[src/rtl/ram_writer_pkg.sv]
`default_nettype none
// ==========================================================================
// ram_writer_pkg : FSM states, command encodings and default geometry
// Rev 1.0
// ==========================================================================
package ram_writer_pkg;

  localparam int ADDR_W_DEF = 12;
  localparam int DEPTH_DEF  = 4096;

  typedef enum logic [1:0] {
    S_IDLE  = 2'd0,
    S_WRITE = 2'd1,
    S_HOLD  = 2'd2
  } state_e;

  localparam int          CMD_SETADDR = 15;
  localparam logic [15:0] CMD_RESTART = 16'h0001;

  function automatic logic is_restart(input logic [15:0] w);
    return (w == CMD_RESTART);
  endfunction

endpackage
`default_nettype wire

[src/rtl/ram_writer_addr_ctr.sv]
`default_nettype none
// ==========================================================================
// addr_ctr : frame address counter with load, increment and wrap
// Rev 1.0
// ==========================================================================
module addr_ctr
  import ram_writer_pkg::*;
#(
  parameter int ADDR_W = ADDR_W_DEF,
  parameter int DEPTH  = DEPTH_DEF
) (
  input  logic              clk_i,
  input  logic              rst_ni,
  input  logic              inc_i,
  input  logic              load_i,
  input  logic [ADDR_W-1:0] load_val_i,
  output logic [ADDR_W-1:0] next_o,
  output logic              wrap_o
);

  localparam logic [ADDR_W-1:0] LAST = ADDR_W'(DEPTH - 1);

  logic [ADDR_W-1:0] count_q;
  logic [ADDR_W-1:0] count_d;

  assign wrap_o = inc_i && (count_q == LAST);

  // A load lands after a simultaneous increment, so it wins.
  always_comb begin
    count_d = count_q;
    if (load_i) begin
      count_d = load_val_i;
    end else if (inc_i) begin
      count_d = (count_q == LAST) ? '0 : count_q + ADDR_W'(1);
    end
  end

  assign next_o = count_d;

  always_ff @(posedge clk_i or negedge rst_ni) begin
    if (!rst_ni) begin
      count_q <= '0;
    end else begin
      count_q <= count_d;
    end
  end

endmodule
`default_nettype wire

[src/rtl/ram_writer.sv]
`default_nettype none
// ==========================================================================
// ram_writer : streams SPI words into a frame RAM, decodes address commands
// Optional checksum output when RAM_WRITER_CKSUM_EN is defined. Rev 1.0
// ==========================================================================
module ram_writer
  import ram_writer_pkg::*;
#(
  parameter int ADDR_W = ADDR_W_DEF,
  parameter int DEPTH  = DEPTH_DEF
) (
  input  logic              CLK,
  input  logic              RST_N,
  input  logic [15:0]       Data_RAM,
  input  logic              Mode,
  input  logic              i_RAM_valid,
  output logic              o_RAM_ready,
  input  logic              i_mem_busy,
  output logic              o_wr_en,
  output logic [ADDR_W-1:0] o_wr_addr,
  output logic [15:0]       o_wr_data,
  output logic              o_frame_done
`ifdef RAM_WRITER_CKSUM_EN
  ,
  output logic [15:0]       o_cksum
`endif
);

  localparam logic [31:0] LAST_W    = 32'(DEPTH - 1);
  localparam logic [31:0] ADDR_MASK = (ADDR_W >= 15) ? 32'h0000_7FFF
                                                     : ((32'd1 << ADDR_W) - 32'd1);

  state_e            state_q, state_d;
  logic [ADDR_W-1:0] wr_addr_q, wr_addr_d;
  logic [15:0]       wr_data_q, wr_data_d;

  logic              accept, data_acc, cmd_acc, complete;
  logic              set_addr, restart, wrap;
  logic [31:0]       cmd_addr;
  logic [ADDR_W-1:0] ld_val, ctr_next;

  assign accept   = i_RAM_valid && o_RAM_ready;
  assign data_acc = accept && !Mode;
  assign cmd_acc  = accept && Mode;
  assign complete = o_wr_en && !i_mem_busy;
  assign set_addr = cmd_acc && Data_RAM[CMD_SETADDR];
  assign restart  = cmd_acc && is_restart(Data_RAM);

  always_comb begin
    cmd_addr = {17'd0, Data_RAM[14:0]} & ADDR_MASK;
    ld_val   = '0;
    if (set_addr) begin
      ld_val = (cmd_addr > LAST_W) ? LAST_W[ADDR_W-1:0] : cmd_addr[ADDR_W-1:0];
    end
  end

  addr_ctr #(
    .ADDR_W (ADDR_W),
    .DEPTH  (DEPTH)
  ) u_addr_ctr (
    .clk_i      (CLK),
    .rst_ni     (RST_N),
    .inc_i      (complete),
    .load_i     (set_addr || restart),
    .load_val_i (ld_val),
    .next_o     (ctr_next),
    .wrap_o     (wrap)
  );

  assign o_wr_en      = (state_q == S_WRITE) || (state_q == S_HOLD);
  assign o_wr_addr    = wr_addr_q;
  assign o_wr_data    = wr_data_q;
  assign o_frame_done = wrap;

  always_comb begin
    o_RAM_ready = 1'b0;
    state_d     = state_q;
    case (state_q)
      S_IDLE: begin
        o_RAM_ready = 1'b1;
        if (data_acc) state_d = S_WRITE;
      end
      S_WRITE: begin
        o_RAM_ready = !i_mem_busy;
        if (i_mem_busy)    state_d = S_HOLD;
        else if (data_acc) state_d = S_WRITE;
        else               state_d = S_IDLE;
      end
      S_HOLD: begin
        if (!i_mem_busy) state_d = S_IDLE;
      end
      default: state_d = S_IDLE;
    endcase
  end

  // ctr_next already includes the increment of a write completing this cycle.
  always_comb begin
    wr_addr_d = wr_addr_q;
    wr_data_d = wr_data_q;
    if (data_acc) begin
      wr_addr_d = ctr_next;
      wr_data_d = Data_RAM;
    end
  end

  always_ff @(posedge CLK or negedge RST_N) begin
    if (!RST_N) begin
      state_q   <= S_IDLE;
      wr_addr_q <= '0;
      wr_data_q <= '0;
    end else begin
      state_q   <= state_d;
      wr_addr_q <= wr_addr_d;
      wr_data_q <= wr_data_d;
    end
  end

`ifdef RAM_WRITER_CKSUM_EN
  logic [15:0] cksum_q, cksum_d;
  logic        clr_q, clr_d;

  // A wrap arms clr_q so the finished frame's sum stays visible until the next word.
  always_comb begin
    cksum_d = cksum_q;
    clr_d   = clr_q;
    if (restart) begin
      cksum_d = '0;
      clr_d   = 1'b0;
    end else if (complete) begin
      cksum_d = (clr_q ? 16'd0 : cksum_q) + wr_data_q;
      clr_d   = wrap;
    end
  end

  always_ff @(posedge CLK or negedge RST_N) begin
    if (!RST_N) begin
      cksum_q <= '0;
      clr_q   <= 1'b0;
    end else begin
      cksum_q <= cksum_d;
      clr_q   <= clr_d;
    end
  end

  assign o_cksum = cksum_q;
`endif

endmodule
`default_nettype wire

[config.mk]
export PLATFORM = sky130hd
export DESIGN_NAME = ram_writer
export DESIGN_NICKNAME = d
export VERILOG_FILES = /design/src/rtl/ram_writer_pkg.sv /design/src/rtl/ram_writer_addr_ctr.sv /design/src/rtl/ram_writer.sv
export SDC_FILE = /design/constraint.sdc
export NUM_CORES = 1
export LEC_CHECK = 0
export BUFFER_PORTS_ARGS = -buffer_cell sky130_fd_sc_hd__buf_2
export CORE_AREA = 4 4 65 67
export DETAILED_ROUTE_END_ITERATION = 6
export DIE_AREA = 0 0 69 71
export PLACE_DENSITY = 0.82
export SETUP_SLACK_MARGIN = 0.2
export SYNTH_ARGS = -nofsm -noshare
export SYNTH_HDL_FRONTEND = slang
export SYNTH_SLANG_ARGS = --single-unit
[constraint.sdc]
create_clock -name CLK -period 3 [get_ports CLK]
set_clock_uncertainty 0.05 [all_clocks]
set_input_delay 0.6 -clock CLK [delete_from_list [all_inputs] [get_ports CLK]]
set_output_delay 0.6 -clock CLK [all_outputs]
set_load 0.01 [all_outputs]
Word-level counts from Yosys, hierarchy flattened
Cells that the tools add are included.
- add/sub/neg operators: 1
- equality and inequality tests: 6
- mux-type cells: 11
- $lt $le $gt $ge: 1
- reductions and logical operators: 13
- operators with widths (operator ; number):
    12-bit 2-to-1 mux ; 5
    16-bit by 1-bit equality test with 1-bit output, second input constant ; 1
    12-bit by 1-bit adder with 12-bit output, second input constant ; 1
    12-bit equality test, second input constant ; 1
    12-bit > comparator, second input constant ; 1
    1-bit logical AND ; 7
    2-bit 2-to-1 mux ; 3
    2-bit case mux with 3 select lines ; 1
    2-bit inequality test, second input constant ; 2
    2-bit by 1-bit equality test with 1-bit output, second input constant ; 1
    2-bit equality test, second input constant ; 1
    1-bit logical NOT ; 2
    2-bit logical NOT ; 1
    1-bit logical OR ; 2
    1-bit case mux with 2 select lines ; 1
    2-bit AND reduction ; 1
    1-bit 2-to-1 mux ; 1
- input bits: 21
- output and inout port bits: 31
- flip-flop bits (word level): 42
- logic and storage cells: 36

Logic depth before layout (Yosys ltp)
Gate-level depths: netlist of the first run.
- depth in word-level cells: 7
- mapped depth: 8
- depth with buffers taken out: 7

By module
From an unflattened synthesis of the first run, not the netlist that was laid out.
- cell total of the unflattened synthesis: 177
- area, all modules: 2129.5 um^2
- modules (own cells, without submodules) (module ; sequential area each (um^2) ; times used ; cells each ; area an instance (um^2)):
    ram_writer ; 750.7 ; 1 ; 100 ; 1402.6
    addr_ctr ; 300.3 ; 1 ; 77 ; 726.9

Least setup slack after synthesis of the first run
OpenSTA, ideal clock, no wires.
- kind: reg-to-output
- start point: reg state_q[1]
- end point: out o_frame_done
- arrival time: 1.614 ns
- path slack: 0.736 ns
- buffers on the path: 1
- cell stages (with the launch flop): 7
- data required time: 2.350 ns
- cells stage by stage: dfrtp_1 -> inv_1 -> ha_1 -> and4b_1 -> buf_6 -> nand2_1 -> nor4_1
- longest elaborated chain between the ends: 4
- elaborated cells on any way between the ends: 5
- classes of those cells: 2 x eq/ne; 3 x reduce/logical
- RTL lines (element ; RTL line ; source):
    from (decl) ; ram_writer.sv:33 ; state_e state_q, state_d;
    from (signal assigned) ; ram_writer.sv:112 ; state_q <= state_d;
    2-bit by 1-bit equality test with 1-bit output / 2-bit equality test (equally long branches) ; ram_writer.sv:70 ; assign o_wr_en = (state_q == S_WRITE) || (state_q == S_HOLD);
    1-bit logical OR (*) ; ram_writer.sv:70 ;
    via o_wr_en ; ram_writer.sv:19 ; output logic o_wr_en,
    1-bit logical AND (*) ; ram_writer.sv:45 ; assign complete = o_wr_en && !i_mem_busy;
    1-bit logical AND (*) ; ram_writer_addr_ctr.sv:26 ; assign wrap_o = inc_i && (count_q == LAST);
    to (decl) ; ram_writer.sv:22 ; output logic o_frame_done
Mark *: on every way through the listed nets, which the timed path passes. The rest lies on a longest branch.

Worst setup path after layout of the first run
- start point: reg state_q[1]
- end point: out o_frame_done
- longest elaborated chain between the ends: 4
- elaborated cells on any way between the ends: 5
- classes of those cells: 2 x eq/ne; 3 x reduce/logical
- RTL lines (element ; RTL line):
    2-bit by 1-bit equality test with 1-bit output / 2-bit equality test (equally long branches) ; ram_writer.sv:70
    1-bit logical OR (*) ; ram_writer.sv:70
    1-bit logical AND (*) ; ram_writer.sv:45
    1-bit logical AND (*) ; ram_writer_addr_ctr.sv:26
Mark *: on every way between the ends. The rest lies on a longest branch, timed or not.

==> results.txt, run 1 <==
DP HPWL: 3.11 mm
first-pass GRT wire length: 6.99 mm
most common cell after layout, fill and taps aside: buf_2
clk buf depth: 2
Sum Neg Setup Slack: 0 ps
pwr dens: 976 mW/mm^2
CTS root buffer: clkbuf_8
Slew headroom: 40.2%
Chip Height: 71 um
min Tclk post-route: 2620 ps
# clock sinks: 42
register area: 0.00105 sq mm
initial antenna violation count: 0
share of flip-flops with an asynchronous set or reset: 100%
Yosys warning count: 0
P_leak: 1.11 nW
vias in the first global route: 1423
final setup vio count: 0
Clock transition at path regs: 70 ps
top-level I/O count: 52
fin. max-slew vios: 0
Synth Flop Type: dfrtp_1
Die X: 69 um
DP Worst Slack: 591 ps
Routed wire per std cell: 14.8 um
RSZ-0062 raised after global routing: false
sequential element share of the synthesized area: 53.1%
CTS tree: yes
Synth Cell Area: 0.00198 sq mm
largest net degree at the start of global routing: 43
worst slew pin tran: 897 ps
HP Class: input port to async pin
status: completed
First-pass DRT Iterations: 4
GRT Residual Overflow: 0
CP Max Fanout: 6
Rows: 22
layout cell share with drive strength beyond 1: 36.8%
Clk Latency, worst-skew pair: 290 ps
Syn Area/Cell: 10.9 sq um
Starting Density: 54.5%
DRC: 0
fmax: 0.382 GHz
FF+latch count, synth: 42
Netlist cell types: 37
syn nets: 207
Worst EP arrival: 1970 ps
Die ar.: 0.00490 sq mm
htree depth: 2
Area Growth Syn to Fin: 19.0%
GP Congestion: 0.877
initial DRC count: 102
final total power: 0.00230 W
total number of vias: 1516
Final Cycle Share: 87.2%
core area: 0.00363 sq mm
Max IR drop VDD: 0.575 mV
WS Path Type: register to primary output
final worst slack: 383 ps
PortBufs: 51
Post-DRT Antenna Nets: 0
Mapped Cells: 182
CP Data Required Time: 2350 ps
diodes inserted: 0
total track usage: 17.8%
nature of the critical path endpoint: primary output
CTS buffer count: 5
final net count: 260
Startpoint Class: register
DR vias/cell: 5.38
EDFF count, synth: 0
Total Wirelength: 4.17 mm
Hold WS: 377 ps
commonest non-fill, non-tap cells in the layout: buf_2, dfrtp_1, nand2_1
Filler cells: 313
max-cap viol count: 0
area of the multi-input gates: 876 sq um
Worst R2R Path Depth: 7
Final Hold Viols: 0
[critical path, cell delays in order, from the launching register on]
cell and delay (ps):
dfrtp_1 380, inv_1 80, ha_1 360, and4b_2 330
nand2_1 130, nor4_2 230, buf_2 170
[cell usage after synthesis, drive strengths merged, types with 2 or more instances]
master / instances / share of area [%]
and2: 3 / 0.95
ha: 4 / 2.5
inv: 4 / 0.76
nand3b: 2 / 0.76
nor3: 2 / 0.51
o31ai: 6 / 2.3
nand3: 3 / 0.76
xnor2: 4 / 1.8
buf: 6 / 2.1
o211ai: 2 / 1.5
nor4: 3 / 0.95
o21ai: 23 / 5.8
nor2: 4 / 0.89
nand4: 4 / 1.9
xor2: 5 / 2.2
mux2: 16 / 9.1
nand2: 33 / 6.3
a21oi: 4 / 1.0
dfrtp: 42 / 53
[metrics by stage]
stage / cell area [sq um] / utilization (%) / std cells
2_1_floorplan: 1980 / - / 182
3_3_place_gp: 2260 / 62.3 / 276
3_5_place_dp: 2260 / 62.3 / 276
4_1_cts: 2350 / 64.6 / 282
5_1_grt: 2350 / 64.8 / 282
6_report: 2350 / 64.8 / 282
[final timing paths]
kind / slack [ps] / startpoint / end
min in group CLK: 420 / o_wr_addr[2] / o_wr_addr[2]
worst min register to register: 420 / o_wr_addr[2] / o_wr_addr[2]
worst max register to register: 850 / state_q[1] / o_wr_addr[5]
worst min-delay path: 380 / RST_N / o_wr_addr[9]
worst max-delay path: 380 / state_q[1] / o_frame_done
max in group asynchronous: 1960 / RST_N / o_wr_addr[11]
[routing by layer]
metal	up-vias	wire length (um)	GRT usage (%)
met2	45	1850	26.6
met3	8	225	4.26
met5	-	0	0
met1	719	2020	25.1
met4	0	72	6.94
li1	744	-	-
[sequential cells by signal, summed over array words and instances (netlist names)]
name / flops
o_wr_data: 16
state_q: 2
u_addr_ctr.count_q: 12
o_wr_addr: 12
[final cells by class]
cell class,count,share of cell area (%)
tap,48,2.55
multi-input combinational,129,37.2
sequential,42,44.6
inverter,4,0.638
clock buffer,6,3.51
timing repair buffer,53,11.5
[repair_timing]
action,4_1_cts,5_1_grt
buffers inserted,0,0
setup endpoints to repair,0,1
gates resized for setup,0,2
hold buffers,0,0
[cell families after synthesis]
family	share of synthesized area [%]
multiplexers	9.10
buffers and inverters	3.03
flip-flops	53.1
adder cells (fa/ha/maj)	2.53
AO/OA/AOI/OAI	11.7
XOR/XNOR	3.98
AND/OR/NAND/NOR	16.6
[report_power, final]
part / total, W / leakage (nW) / switching, W / internal [W]
sequential: 0.00103 / 0.516 / 0.000188 / 0.000841
clock: 0.000350 / 0.0431 / 0.000173 / 0.000177
combinational: 0.000920 / 0.548 / 0.000496 / 0.000424
(Power assumes the default switching activity.)
==> run 2, diff against run 1 <==
--- a/config.mk
+++ b/config.mk
@@ -7,6 +7,7 @@
 export LEC_CHECK = 0
 export BUFFER_PORTS_ARGS = -buffer_cell sky130_fd_sc_hd__buf_2
 export CORE_AREA = 4 4 65 67
+export CTS_BUF_LIST = sky130_fd_sc_hd__clkbuf_16
 export DETAILED_ROUTE_END_ITERATION = 6
 export DIE_AREA = 0 0 69 71
 export PLACE_DENSITY = 0.82
==> results.txt, run 2 (synthesized netlist as in run 1, its figures left out) <==
status: completed
Die X: 69 um (unchanged)
Comb power frac: 37.8% (-2.2 points)
nature of the critical path endpoint: primary output
vias in the first global route: 1464 (+2.9%)
P_leak: 1.13 nW (+1.8%)
First-pass DRT Iterations: 4 (unchanged)
Post-DRT Antenna Nets: 0 (unchanged)
Max IR drop VDD: 0.620 mV (+7.7%)
met3 Track Usage GR: 4.69% (+0.43 points)
top-level I/O count: 52 (unchanged)
crit-path cells: inv_1 -> ha_1 -> and4b_2 -> nand2_1 -> nor4_2 -> buf_2
Post-CTS Setup Bufs: 0 (unchanged)
GRT Residual Overflow: 0 (unchanged)
CP Max Fanout: 6 (unchanged)
post-CTS sizing: 0 (unchanged)
min Tclk post-route: 2620 ps (-1.33 ps)
# clock sinks: 42 (unchanged)
Total Wirelength: 4.31 mm (+3.3%)
final net count: 260 (unchanged)
register area: 0.00105 sq mm (unchanged)
Area Growth Syn to Fin: 21.3%
GP Congestion: 0.877 (unchanged)
Routed wire per std cell: 15.3 um (+3.3%)
initial DRC count: 81 (-21%)
pwr dens: 1020 mW/mm^2 (+4.2%)
CTS root buffer: clkbuf_16
diodes inserted: 0 (unchanged)
CTS buffer count: 5 (unchanged)
commonest non-fill, non-tap cells in the layout: buf_2, dfrtp_1, nand2_1
gr busiest metal: met2
buffer and inverter count on the worst path: 2 (unchanged)
Filler cells: 311 (-0.64%)
initial antenna violation count: 0 (unchanged)
final total power: 0.00244 W (+6.3%)
WS Path Type: register to primary output
clk buf depth: 2 (unchanged)
Sum Neg Setup Slack: 0 ps (unchanged)
placed cells: 276 (unchanged)
Clock transition at path regs: 50 ps (-20 ps)
Cell Int Power: 0.00156 W (+8.3%)
PortBufs: 51 (unchanged)
met2 Use GR: 27.6% (+1.1 points)
first-pass GRT wire length: 7.16 mm (+2.5%)
Layout Cells excl Fill: 282 (unchanged)
post-place instance area: 0.00226 sq mm (unchanged)
DRC: 0 (unchanged)
clock network power share: 19.8% (+4.6 points)
design area: 0.00240 sq mm (+2.0%)
Final Hold Viols: 0 (unchanged)
Seq pwr share: 42.4% (-2.3 points)
CTS tree: yes
worst slew pin tran: 901 ps (+4.69 ps)
largest net degree at the start of global routing: 43 (unchanged)
max-cap viol count: 0 (unchanged)
core area: 0.00363 sq mm (unchanged)
DP HPWL: 3.11 mm (unchanged)
Net Sw Frac: 36.1% (-1.2 points)
reported net switching power: 0.000882 W (+2.9%)
Final Cycle Share: 87.2% (about the same)
Chip Height: 71 um (unchanged)
most common cell after layout, fill and taps aside: buf_2
Die ar.: 0.00490 sq mm (unchanged)
final core occ: 66.1% (+1.3 points)
total number of vias: 1531 (+0.99%)
DR vias/cell: 5.43 (+0.99%)
fin. max-slew vios: 0 (unchanged)
Slew headroom: 39.9% (-0.31 points)
cts hold-fix bufs: 0 (unchanged)
max incr delay on CP: 380 ps (about the same)
Starting Density: 54.5% (unchanged)
slowest cell on the critical path: dfrtp_1
crit-path leading delay family: simple AND/OR/NAND/NOR gates
Clk Latency, worst-skew pair: 280 ps (about the same)
area of the multi-input gates: 876 sq um (unchanged)
Worst EP arrival: 1970 ps (about the same)
htree depth: 2 (unchanged)
total track usage: 18.3% (+0.52 points)
fmax: 0.382 GHz (about the same)
max FFs per register: 16 (unchanged)
RSZ-0062 raised after global routing: false
HP Class: input port to async pin
final setup vio count: 0 (unchanged)
met1 global-route usage: 25.5% (+0.36 points)
Startpoint Class: register
Rows: 22 (unchanged)
layout cell share with drive strength beyond 1: 36.3% (-0.43 points)
CP Data Required Time: 2350 ps (about the same)
-- run 2: final timing paths --
| path | from | endpoint | slack [ps] | cells after the start |
|---|---|---|---|---|
| min | RST_N | o_wr_addr[9] | 400 | 1 |
| min reg2reg | o_wr_addr[2] | o_wr_addr[2] | 420 | 2 |
| min in group CLK | o_wr_addr[2] | o_wr_addr[2] | 420 | 2 |
| max | state_q[1] | o_frame_done | 380 | 6 |
| max in group asynchronous | RST_N | o_wr_data[15] | 1930 | 1 |
| max reg2reg | state_q[1] | o_wr_addr[5] | 860 | 7 |
-- run 2: stage by stage --
| stage | hold WS (ps) | setup slack, ps |
|---|---|---|
| 3_5_place_dp | 415 | 591 |
| 5_1_grt | 451 | 262 |
| 3_3_place_gp | 407 | 615 |
| 6_report | 400 | 385 |
| 2_1_floorplan | 254 | 736 |
| 4_1_cts | 428 | 260 |
-- run 2: per-layer routing --
layer | routed length [um] | share of wire (%) | up-vias
met3 | 248 | 5.8 | 4
met4 | 46 | 1.1 | 0
met2 | 2000 | 46 | 50
met5 | 0 | 0 | -
met1 | 2010 | 47 | 728
li1 | - | - | 749
-- run 2: final cells by class --
cell class | count | share of cell area (%)
Clock inverter | 1 | 0.156
Sequential cell | 42 | 43.8
Tap cell | 48 | 2.50
Multi-Input combinational cell | 129 | 36.5
Inverter | 4 | 0.625
Timing Repair Buffer | 53 | 11.3
Clock buffer | 5 | 5.21
-- run 2: power by group through the flow --
stage          clock network [W]  registers, W  logic, W
2_1_floorplan                  0       0.00110  0.000493
3_3_place_gp                   0       0.00103  0.000905
3_5_place_dp                   0       0.00104  0.000925
4_1_cts                 0.000494       0.00103  0.000930
5_1_grt                 0.000520       0.00107   0.00102
6_report                0.000483       0.00104  0.000924
